<file path="src/rtl/apb_node_guard.sv">
// apb_node_guard: APB 1-to-N decoder with decode-miss error response, stall watchdog and sticky first-error record
module apb_node_guard #(
  parameter int NB_SLAVE       = 10,
  parameter int APB_ADDR_WIDTH = 32,
  parameter int APB_DATA_WIDTH = 32,
  parameter logic [NB_SLAVE*APB_ADDR_WIDTH-1:0] START_ADDR = '0,
  parameter logic [NB_SLAVE*APB_ADDR_WIDTH-1:0] END_ADDR   = '0,
  parameter int TIMEOUT_CYCLES = 16
) (
  input  logic                               clk,
  input  logic                               rst,
  input  logic [APB_ADDR_WIDTH-1:0]          paddr_i,
  input  logic [APB_DATA_WIDTH-1:0]          pwdata_i,
  input  logic                               pwrite_i,
  input  logic                               psel_i,
  input  logic                               penable_i,
  output logic [APB_DATA_WIDTH-1:0]          prdata_o,
  output logic                               pready_o,
  output logic                               pslverr_o,
  output logic [APB_ADDR_WIDTH-1:0]          paddr_o,
  output logic [APB_DATA_WIDTH-1:0]          pwdata_o,
  output logic                               pwrite_o,
  output logic                               penable_o,
  output logic [NB_SLAVE-1:0]                psel_o,
  input  logic [NB_SLAVE*APB_DATA_WIDTH-1:0] prdata_i,
  input  logic [NB_SLAVE-1:0]                pready_i,
  input  logic [NB_SLAVE-1:0]                pslverr_i,
  input  logic                               err_clr_i,
  output logic                               err_valid_o,
  output logic [1:0]                         err_code_o,
  output logic [APB_ADDR_WIDTH-1:0]          err_addr_o,
  output logic [7:0]                         err_cnt_o
);
  localparam int IW = NB_SLAVE > 1 ? $clog2(NB_SLAVE) : 1;
  localparam int CW = TIMEOUT_CYCLES > 0 ? $clog2(TIMEOUT_CYCLES + 1) : 1;
  localparam logic [CW-1:0] WD_LAST = CW'(TIMEOUT_CYCLES > 0 ? TIMEOUT_CYCLES - 1 : 0);
  typedef enum logic [1:0] {IDLE, ACCESS, ABORT} state_t;
  state_t state, state_nxt;
  logic [CW-1:0] wd, wd_nxt;
  logic [IW-1:0] idx;
  logic hit, act, rdy, done, timeout, abort, err_evt;
  logic [1:0] err_code_evt;
  assign paddr_o  = paddr_i;
  assign pwdata_o = pwdata_i;
  assign pwrite_o = pwrite_i;
  // descending scan so the lowest matching port is the last one written
  always_comb begin
    hit = 1'b0;
    idx = '0;
    for (int k = NB_SLAVE - 1; k >= 0; k--)
      if (paddr_i >= START_ADDR[k*APB_ADDR_WIDTH +: APB_ADDR_WIDTH] &&
          paddr_i <= END_ADDR[k*APB_ADDR_WIDTH +: APB_ADDR_WIDTH]) begin
        hit = 1'b1;
        idx = IW'(k);
      end
  end
  // an access phase seen while idle is served at once, so back-to-back transfers need no bubble
  assign act     = !rst && (state == ACCESS || (state == IDLE && psel_i && penable_i));
  assign abort   = !rst && state == ABORT;
  assign rdy     = hit ? pready_i[idx] : 1'b1;
  assign done    = act && rdy;
  assign timeout = act && !rdy && TIMEOUT_CYCLES != 0 && wd == WD_LAST;
  always_comb begin
    psel_o = '0;
    if (!rst && state != ABORT && hit) psel_o[idx] = psel_i;
    penable_o = !rst && state != ABORT && penable_i;
    pready_o  = abort || done;
    pslverr_o = abort || (done && (!hit || pslverr_i[idx]));
    prdata_o  = act && hit ? prdata_i[int'(idx)*APB_DATA_WIDTH +: APB_DATA_WIDTH] : '0;
  end
  always_comb begin
    state_nxt = IDLE;
    wd_nxt    = '0;
    if (state != ABORT && !done && timeout) state_nxt = ABORT;
    else if (state != ABORT && !done && act) begin
      state_nxt = ACCESS;
      wd_nxt    = TIMEOUT_CYCLES != 0 ? wd + 1'b1 : '0;
    end
  end
  assign err_evt      = abort || (done && (!hit || pslverr_i[idx]));
  assign err_code_evt = abort ? 2'b10 : hit ? 2'b11 : 2'b01;
  always_ff @(posedge clk or posedge rst) begin
    if (rst) begin
      state       <= IDLE;
      wd          <= '0;
      err_valid_o <= 1'b0;
      err_code_o  <= '0;
      err_addr_o  <= '0;
      err_cnt_o   <= '0;
    end else begin
      state <= state_nxt;
      wd    <= wd_nxt;
      // a clear empties the record first, so a coincident error becomes the new first error
      if (err_clr_i || (err_evt && !err_valid_o)) begin
        err_valid_o <= err_evt;
        err_code_o  <= err_evt ? err_code_evt : 2'b00;
        err_addr_o  <= err_evt ? paddr_i : '0;
      end
      if (err_clr_i) err_cnt_o <= {7'd0, err_evt};
      else if (err_evt && err_cnt_o != 8'hFF) err_cnt_o <= err_cnt_o + 1'b1;
    end
  end
endmodule

</file>
<file path="config.mk">
export PLATFORM = sky130hd
export DESIGN_NAME = apb_node_guard
export DESIGN_NICKNAME = d
export VERILOG_FILES = /design/src/rtl/apb_node_guard.sv
export SDC_FILE = /design/constraint.sdc
export NUM_CORES = 1
export LEC_CHECK = 0
export CAP_MARGIN = 10
export CORE_AREA = 5 5 214 216
export DETAILED_ROUTE_END_ITERATION = 12
export DIE_AREA = 0 0 219 221
export REMOVE_ABC_BUFFERS = 1
export SETUP_SLACK_MARGIN = 0.1
export SLEW_MARGIN = 20
export SYNTH_ARGS = -nofsm -noshare
export SYNTH_HDL_FRONTEND = slang
export SYNTH_SLANG_ARGS = --single-unit
</file>
<file path="constraint.sdc">
create_clock -name clk -period 2.5 [get_ports clk]
set_clock_uncertainty 0.1 [all_clocks]
set_input_delay 0.25 -clock clk [delete_from_list [all_inputs] [get_ports clk]]
set_output_delay 0.25 -clock clk [all_outputs]
set_load 0.01 [all_outputs]
</file>
Yosys cells after proc, flatten, opt, wreduce, memory -nomap -nowiden
Index checks and enable logic that the tools add are counted.
{ "totals": {"regBits": 50, "wordCells": 59} }
{ "op_classes": {"addsub": 2, "magnitude_cmp": 2, "n_eq_ne": 5, "n_mux": 14, "reduce_logical": 30} }
{ "ops": {"columns": ["op", "n"], "rows": [
  ["two-way mux 32 bit", 2],
  ["greater-or-equal comparator 32 x 1 -> 1 bit (second input constant)", 1],
  ["<= comparator 32 x 1 -> 1 bit (second input constant)", 1],
  ["logical AND 1 bit", 18],
  ["two-way mux 8 bit", 2],
  ["two-way mux 5 bit", 2],
  ["adder 8 x 1 -> 8 bit (second input constant)", 1],
  ["two-way mux 2 bit", 4],
  ["inequality test 8 bit (second input constant)", 1],
  ["adder 5 x 1 -> 5 bit (second input constant)", 1],
  ["equality test 5 x 4 -> 1 bit (second input constant)", 1],
  ["zero test 1 bit", 5],
  ["logical OR 1 bit", 5],
  ["two-way mux 1 bit", 4],
  ["equality test 2 x 1 -> 1 bit (second input constant)", 1],
  ["equality test 2 bit (second input constant)", 1],
  ["zero test 2 bit", 1],
  ["inequality test 2 bit (second input constant)", 1],
  ["nonzero test 2 bit", 1]
]} }

Depth between registers and ports, before layout
Gate-level depths: netlist of run 1.
{ "depth": {"ltp_word": 11, "depth_mapped": 7, "depth_no_buf": 5} }

Worst setup path after synthesis of run 1
OpenSTA, ideal clock, no wires.
{ "synth_path": {"kind": "input to output", "start": "input port paddr_i[27]", "end": "output port pslverr_o", "arrival_time_ns": 1.517, "required_time_ns": 2.150, "path_slack_ns": 0.633, "stages": 6, "n_path_buf": 1, "path_cell_list": "nor4_1 nand4_1 nor3_1 buf_2 nand2b_1 inv_1"} }
{ "synth_between": {"elab_chain_cells": 7, "elab_cells_between_ends": 10, "classes_between": "order compare (2); mux (2); reduce/logical (6)"} }
{ "synth_lines": {"columns": ["item", "line_no", "text"], "rows": [
  ["from (decl)", "12", "input logic [APB_ADDR_WIDTH-1:0] paddr_i,"],
  ["greater-or-equal comparator 32 x 1 -> 1 bit / <= comparator 32 x 1 -> 1 bit (equally long branches)", "51, 52", null],
  ["logical AND 1 bit *", "51", "if (paddr_i >= START_ADDR[k*APB_ADDR_WIDTH +: APB_ADDR_WIDTH] &&"],
  ["two-way mux 1 bit *", "51", null],
  ["two-way mux 1 bit / zero test 1 bit (equally long branches)", "60, 68", null],
  ["logical AND 1 bit / logical OR 1 bit (equally long branches)", "61, 68", null],
  ["logical AND 1 bit *", "68", "pslverr_o = abort || (done && (!hit || pslverr_i[idx]));"],
  ["logical OR 1 bit *", "68", null],
  ["to (decl)", "19", "output logic pslverr_o,"]
]} }
Every way passes the cells marked *; elsewhere a longest branch is shown, timed or not.

Final worst setup path of run 1
{ "layout_path": {"start": "input port paddr_i[29]", "end": "output port prdata_o[12]"} }
{ "layout_between": {"elab_chain_cells": 5, "elab_cells_between_ends": 6, "classes_between": "order compare (2); mux (2); reduce/logical (2)"} }
{ "layout_lines": {"columns": ["item", "line_no", "text"], "rows": [
  ["greater-or-equal comparator 32 x 1 -> 1 bit / <= comparator 32 x 1 -> 1 bit (equally long branches)", "51, 52", null],
  ["logical AND 1 bit *", "51", null],
  ["two-way mux 1 bit *", "51", null],
  ["logical AND 1 bit *", "69", "prdata_o = act && hit ? prdata_i[int'(idx)*APB_DATA_WIDTH +: APB_DATA_WIDTH] : '0;"],
  ["two-way mux 32 bit *", "69", null],
  ["to (decl)", "17", "output logic [APB_DATA_WIDTH-1:0] prdata_o,"]
]} }
Marks and branches as above.

==> run summary, run 1 <==
CTS tree: yes
Worst Path Required: 2150 ps
Outcome: completed
# Max-Cap Violations: 0
Startpoint types: input pin
Arr. time, crit path: 1970 ps
Vias: 2,889
Adder-Cell Fraction of Synth Area: 0.0126
Synth unique cells: 42
Post-synth ARST share: 1.00
Total power: 2.10 mW
Diode count: 0
Final Critical Period: 2320 ps
Vias in the first global route: 3,036
Post-Synthesis Cells: 299
Compound-cell area share of the yosys netlist: 0.159
Post-DR wirelength/cell: 13.5 µm
Final setup viols: 0
Sequential fraction of the synthesis area: 0.420
GPL Wtd Cong: 0.737
All-layer global routing usage: 0.0568
Yosys top cell area share: 0.420
PortBufs: 181
Unrepaired setup endpoints after global routing: no
Initial drt markers: 98
Initial Util: 0.0681
Yosys reg bits: 50
Number of synthesized flops with an enable pin: 0
Worst-path fanout max: 8
Largest family of logic cells by synthesized area: buffers and inverters
Root buffer cell: clkbuf_16
Mux share of post-synthesis cell area: 0.00336
# nets final: 894
Remaining antenna violation count: 0
Fin crit share: 0.927
Biggest area consumer among synthesized cells: dfrtp_1
Initial antenna violation count: 0
Die area: 48,400 µm²
Mapped cell area: 2980 µm²
Core Rows: 77
Final hold violation count: 0
Die Y: 221 µm
Syn_area_per_cell: 9.96 µm²
Synth warn: 0
Detail Placement HPWL: 11.2 mm
Vias per cell: 2.69
Fmax: 0.431 GHz
Core Region: 43,700 µm²
Inserted Clock Buffers: 5
Worst VDD drop: 0.220 mV
Syn-to-layout area delta: 92.5%
Worst setup EP type: output port
Fin Setup TNS: 0 ps
First-pass GRT wire length: 20.6 mm
DR pass1 iterations: 4
Max clock buf depth: 2
Post-Route WL: 14.5 mm
Leakage: 2.48 nW
Ports: 563
PD cells: 367 nW/µm²
CP Class: in -> out
Die Span X: 219 µm
Synth Flop Type: dfrtp_1
WHS: 154 ps
XOR/XNOR Fraction of Synth Area: 0.00588
Final Max Slew Viols: 0
Clock latency on the worst-skew pair: 310 ps
Worst hold path class: in -> reg
Share of cells above drive strength 1: 0.342
Pin count of the biggest net entering global routing: 33
Grt total ovfl: 0
Clock Pin Slew Worst Setup and Hold Paths: 80 ps
Top cells by area, synth: dfrtp_1, buf_4, a22o_1
Synth Area in Simple Gates: 0.174
H-tree Lvls: 2
CTS sink cnt: 50
Residual DRC: 0
==> repair_timing <==
action | in CTS | in global routing
buffers inserted | 4 | 7
gates resized for setup | 196 | 70
hold buffers | 0 | 0
endpoints found under the setup margin | 85 | 62
hold endpoints to repair | 0 | 0
cloned | 2 | 0
pin swaps | 11 | 12
==> state kept, by name, indices dropped and copies added (netlist names) <==
register / cells
err_addr_o: 32
err_cnt_o: 8
err_code_o: 2
err_valid_o: 1
state: 2
wd: 5
==> layout make-up <==
cell class	instances	area (µm²)
fill	5046	38000
timing repair buffer	257	2290
multi-input combinational	159	1260
sequential	50	1250
tap	592	741
clock buffer	7	153
inverter	8	30.0
clock inverter	1	8.76
==> critical path: stages <==
cell	delay, ps
clkdlybuf4s15_1	190
nor4_2	270
buf_4	160
nand4_1	90
buf_6	150
nor2_4	140
buf_12	120
buf_6	100
buf_16	110
buf_8	120
and3_4	180
buf_6	100
==> cell usage after synthesis (all sizes together) (2+ instances only) <==
master / instances
nand3: 6
nor4: 12
and3: 35
a211oi: 2
nand4: 3
nor3b: 2
a22o: 32
o21a: 2
a21oi: 7
inv: 8
nor3: 4
clkbuf: 8
nor2: 5
nand2: 12
o31ai: 4
ha: 3
buf: 82
dfrtp: 50
or4: 3
==> through the flow <==
| step | utilization | cells | worst slack, ps | instance area [µm²] |
|---|---|---|---|---|
| 3_5_place_dp | 0.125 | 1053 | -773 | 5460 |
| 3_3_place_gp | 0.125 | 1053 | -745 | 5460 |
| 6_report | 0.131 | 1074 | 182 | 5730 |
| 2_1_floorplan | - | 217 | -567 | 2370 |
| 4_1_cts | 0.131 | 1067 | 103 | 5710 |
| 5_1_grt | 0.131 | 1074 | 77.2 | 5730 |
==> placed cells by master, fill, tap and decap left out, types with 5 or more instances in the layout <==
| master | instances |
|---|---|
| clkbuf_2 | 17 |
| a21oi_1 | 7 |
| and3_1 | 29 |
| inv_1 | 7 |
| and3_4 | 6 |
| buf_4 | 65 |
| nand2_1 | 12 |
| clkdlybuf4s15_1 | 8 |
| nor4_4 | 5 |
| buf_6 | 10 |
| buf_12 | 5 |
| buf_2 | 29 |
| dfrtp_1 | 50 |
| a22o_1 | 32 |
| conb_1 | 9 |
| clkbuf_16 | 5 |
| nand3_1 | 6 |
| clkdlybuf4s50_1 | 114 |
==> worst paths after layout <==
kind	slack [ps]	from	cells after the start	end
max in group asynchronous	1490	rst	4	err_cnt_o[7]
min in group asynchronous	280	rst	3	state[1]
hold reg to reg	400	wd[0]	1	wd[0]
hold / removal	150	paddr_i[26]	2	err_addr_o[26]
setup reg to reg	280	state[0]	7	err_cnt_o[5]
setup / recovery	180	paddr_i[29]	12	prdata_o[12]
==> power by group <==
| part | leakage (nW) | total [mW] | internal [mW] | switching [mW] |
|---|---|---|---|---|
| clock | 0.0801 | 0.779 | 0.430 | 0.350 |
| combinational | 1.72 | 0.464 | 0.261 | 0.203 |
| sequential | 0.683 | 0.858 | 0.839 | 0.0186 |
==> metal layers <==
| metal | wire length, µm | global-route usage | vias to the layer above |
|---|---|---|---|
| li1 | - | - | 1373 |
| met1 | 6030 | 0.0684 | 1392 |
| met2 | 7000 | 0.0937 | 113 |
| met3 | 1200 | 0.0220 | 11 |
| met4 | 228 | 0.0160 | 0 |
| met5 | 0 | 0.00404 | - |
==> cell families (layout without fill, tap and decap cells) <==
kind of cell,count (synthesis),after routing
compound gates,56,56
xor+xnor,2,2
fa+ha+maj,3,3
buf+inv,98,273
flops,50,50
mux,1,1
other cells,1,9
simple gates,88,88
No activity file was read; power rests on OpenSTA's default activity.
==> inputs of run 2 (changes only) <==
--- a/config.mk
+++ b/config.mk
@@ -7,11 +7,11 @@
 export LEC_CHECK = 0
 export CAP_MARGIN = 10
 export CORE_AREA = 5 5 214 216
+export CTS_BUF_LIST = sky130_fd_sc_hd__clkbuf_8
 export DETAILED_ROUTE_END_ITERATION = 12
 export DIE_AREA = 0 0 219 221
 export REMOVE_ABC_BUFFERS = 1
 export SETUP_SLACK_MARGIN = 0.1
-export SLEW_MARGIN = 20
 export SYNTH_ARGS = -nofsm -noshare
 export SYNTH_HDL_FRONTEND = slang
 export SYNTH_SLANG_ARGS = --single-unit
==> run 2 against run 1 <==
Against the previous run: non-clock buffer count decreased by 4; first-iteration DRC count decreased by 6.1%; setup slack improved by 6.8 ps; critical endpoint is now prdata_o[3]; clock power decreased by 25%; maximum frequency increased by 0.29%; via count decreased by 1.4%; sequential share of layout area increased by 0.096 points; critical path depth decreased by 3; highest routed layer unchanged; total power decreased by 9.3%; critical path type unchanged; combinational power about the same; register-to-register slack improved by 120 ps.
==> run summary, run 2 (synthesized netlist as in run 1, its figures left out) <==
Outcome: completed
Startpoint types: input pin
Initial antenna violation count: 0 (unchanged)
Hold-fix buffers, CTS: 0 (unchanged)
H-tree Lvls: 2 (unchanged)
Ports: 563 (unchanged)
Worst Slack Setup Final: 189 ps (+6.77 ps)
Vias in the first global route: 3,032 (-0.13%)
Die Span X: 219 µm (unchanged)
Worst-path fanout max: 9 (+1)
Share of cells above drive strength 1: 0.316 (-0.0264)
Bufs and invs on worst path: 5 (-3)
Final Max Slew Viols: 0 (unchanged)
CP Class: in -> out
Core Region: 43,700 µm² (unchanged)
Diode count: 0 (unchanged)
Clk pwr share: 0.307 (-0.064)
Initial Util: 0.0681 (unchanged)
Worst slack, placed: -773 ps (unchanged)
Worst Hold End: err_addr_o[26]
PortBufs: 181 (unchanged)
Syn-to-layout area delta: 91.7%
Design internal power: 1.36 mW (-11%)
Critical R2R Capture: err_cnt_o[5]
Vias: 2,849 (-1.4%)
Initial drt markers: 92 (-6.1%)
R2r setup slk: 400 ps (+120 ps)
PD cells: 334 nW/µm² (-8.9%)
R2R depth: 6 (-1)
Post-Layout Inst Area: 5710 µm² (-0.44%)
Max reg flops: 32 (unchanged)
Crit-path slowest cell: dlygate4sd2_1
Arr. time, crit path: 1960 ps (about the same)
Fin Setup TNS: 0 ps (unchanged)
Worst Path Required: 2150 ps (about the same)
First-pass GRT wire length: 20.5 mm (-0.24%)
Final Critical Period: 2310 ps (-6.77 ps)
Sw frac: 0.289 (+0.0172)
Critical path's most frequent cell: buf_4
All-layer global routing usage: 0.0568 (about the same)
DP Area: 5460 µm² (unchanged)
Startpoint of the worst register-to-register path: state[0]
Clock Pin Slew Worst Setup and Hold Paths: 110 ps (+30 ps)
Remaining antenna violation count: 0 (unchanged)
Inserted Clock Buffers: 5 (unchanged)
DR pass1 iterations: 4 (unchanged)
# Max-Cap Violations: 0 (unchanged)
Worst VDD drop: 0.179 mV (-19%)
Largest Register: err_addr_o
Grt total ovfl: 0 (unchanged)
Final setup viols: 0 (unchanged)
Unrepaired setup endpoints after global routing: yes
Most frequent cells in the layout: clkdlybuf4s50_1, buf_4, dfrtp_1, a22o_1, and3_1
Die Y: 221 µm (unchanged)
Hold depth: 2 (unchanged)
Largest regs: err_addr_o: 32 flops, err_cnt_o: 8 flops, wd: 5 flops
Post-Route WL: 14.3 mm (-1.4%)
Worst hold path class: in -> reg
Clock latency on the worst-skew pair: 340 ps (+30 ps)
Fmax: 0.433 GHz (+0.29%)
Leakage: 2.45 nW (-1.3%)
# nets final: 890 (-0.45%)
Hold Crit Start: paddr_i[26]
Core Rows: 77 (unchanged)
CP cell instances: dlygate4sd2_1, nor4_4, buf_4, nand4_1, nor2_4, buf_4, buf_12, and3_1, clkdlybuf4s15_2
GPL Wtd Cong: 0.737 (unchanged)
Commonest non-fill, non-tap cell in the layout: clkdlybuf4s50_1
Fin crit share: 0.924 (-0.00271)
Kind of cell adding the most delay to the critical path: buffers and inverters
CTS sink cnt: 50 (unchanged)
Root buffer cell: clkbuf_8
Max clock buf depth: 2 (unchanged)
WHS: 116 ps (-38.7 ps)
Largest stage delay on the critical path: 270 ps (about the same)
Pin count of the biggest net entering global routing: 33 (unchanged)
Detail Placement HPWL: 11.2 mm (unchanged)
Gate power share: 0.243 (+0.022)
Final hold violation count: 0 (unchanged)
Post-DR wirelength/cell: 13.3 µm (-1.0%)
Reg power frac: 0.450 (+0.042)
Residual DRC: 0 (unchanged)
CTS tree: yes
Die area: 48,400 µm² (unchanged)
Worst setup EP type: output port
Vias per cell: 2.66 (-1.0%)
NetSw: 552 µW (-3.5%)
[run 2: power by group through the flow]
stage	sequential (mW)	combinational [mW]	clock, mW
after global placement	0.873	0.480	0
final	0.858	0.464	0.586
after global routing	0.863	0.501	0.667
after detailed placement	0.873	0.479	0
after CTS	0.859	0.477	0.646
after floorplan	0.887	0.0789	0
[run 2: area by class of cell]
class,count,area (µm²)
clock buffers,7,96.3
inverters,8,30.0
flip-flops and latches,50,1250
well taps,592,741
repair buffers,253,2330
clock inverters,1,8.76
fillers,5045,38000
multi-input cells,159,1250
[run 2: worst max-delay path by stage]
stage	slack (ps)	start	to	cells past startpoint
final	190	paddr_i[13]	prdata_o[3]	9
after global routing	100	paddr_i[17]	prdata_o[14]	10
after CTS	100	paddr_i[6]	prdata_o[26]	9
after detailed placement	-770	paddr_i[3]	pslverr_o	9
after global placement	-750	paddr_i[3]	pslverr_o	9
after floorplan	-570	state[1]	err_addr_o[0]	4
[run 2: what timing repair did]
item	4_1_cts	5_1_grt
resized for setup	196	37
pin swaps	11	5
cloned	2	2
endpoints found under the setup margin	83	35
buffers inserted	4	1
[run 2: routing by layer]
layer  share of wire  up-vias  GRT usage  routed length (µm)
met5               0        -    0.00404                   0
met4           0.015        0     0.0172                 213
met3           0.082       11     0.0220                1170
met2            0.48      117     0.0935                6900
met1            0.42     1358     0.0680                5980
li1                -     1363          -                   -
[run 2: through the flow]
step | utilization | power, mW | instances
2_1_floorplan | - | 0.966 | 217
3_3_place_gp | 0.125 | 1.35 | 1053
3_5_place_dp | 0.125 | 1.35 | 1053
4_1_cts | 0.129 | 1.98 | 1067
5_1_grt | 0.130 | 2.03 | 1070
6_report | 0.130 | 1.91 | 1070
[run 2: worst register-to-register path, cell delays in order (launching register included)]
cell	delay, ps
dfrtp_1	440
or3b_1	450
nand2_1	150
nor3_4	50
buf_4	170
or4_1	510
a21oi_1	150
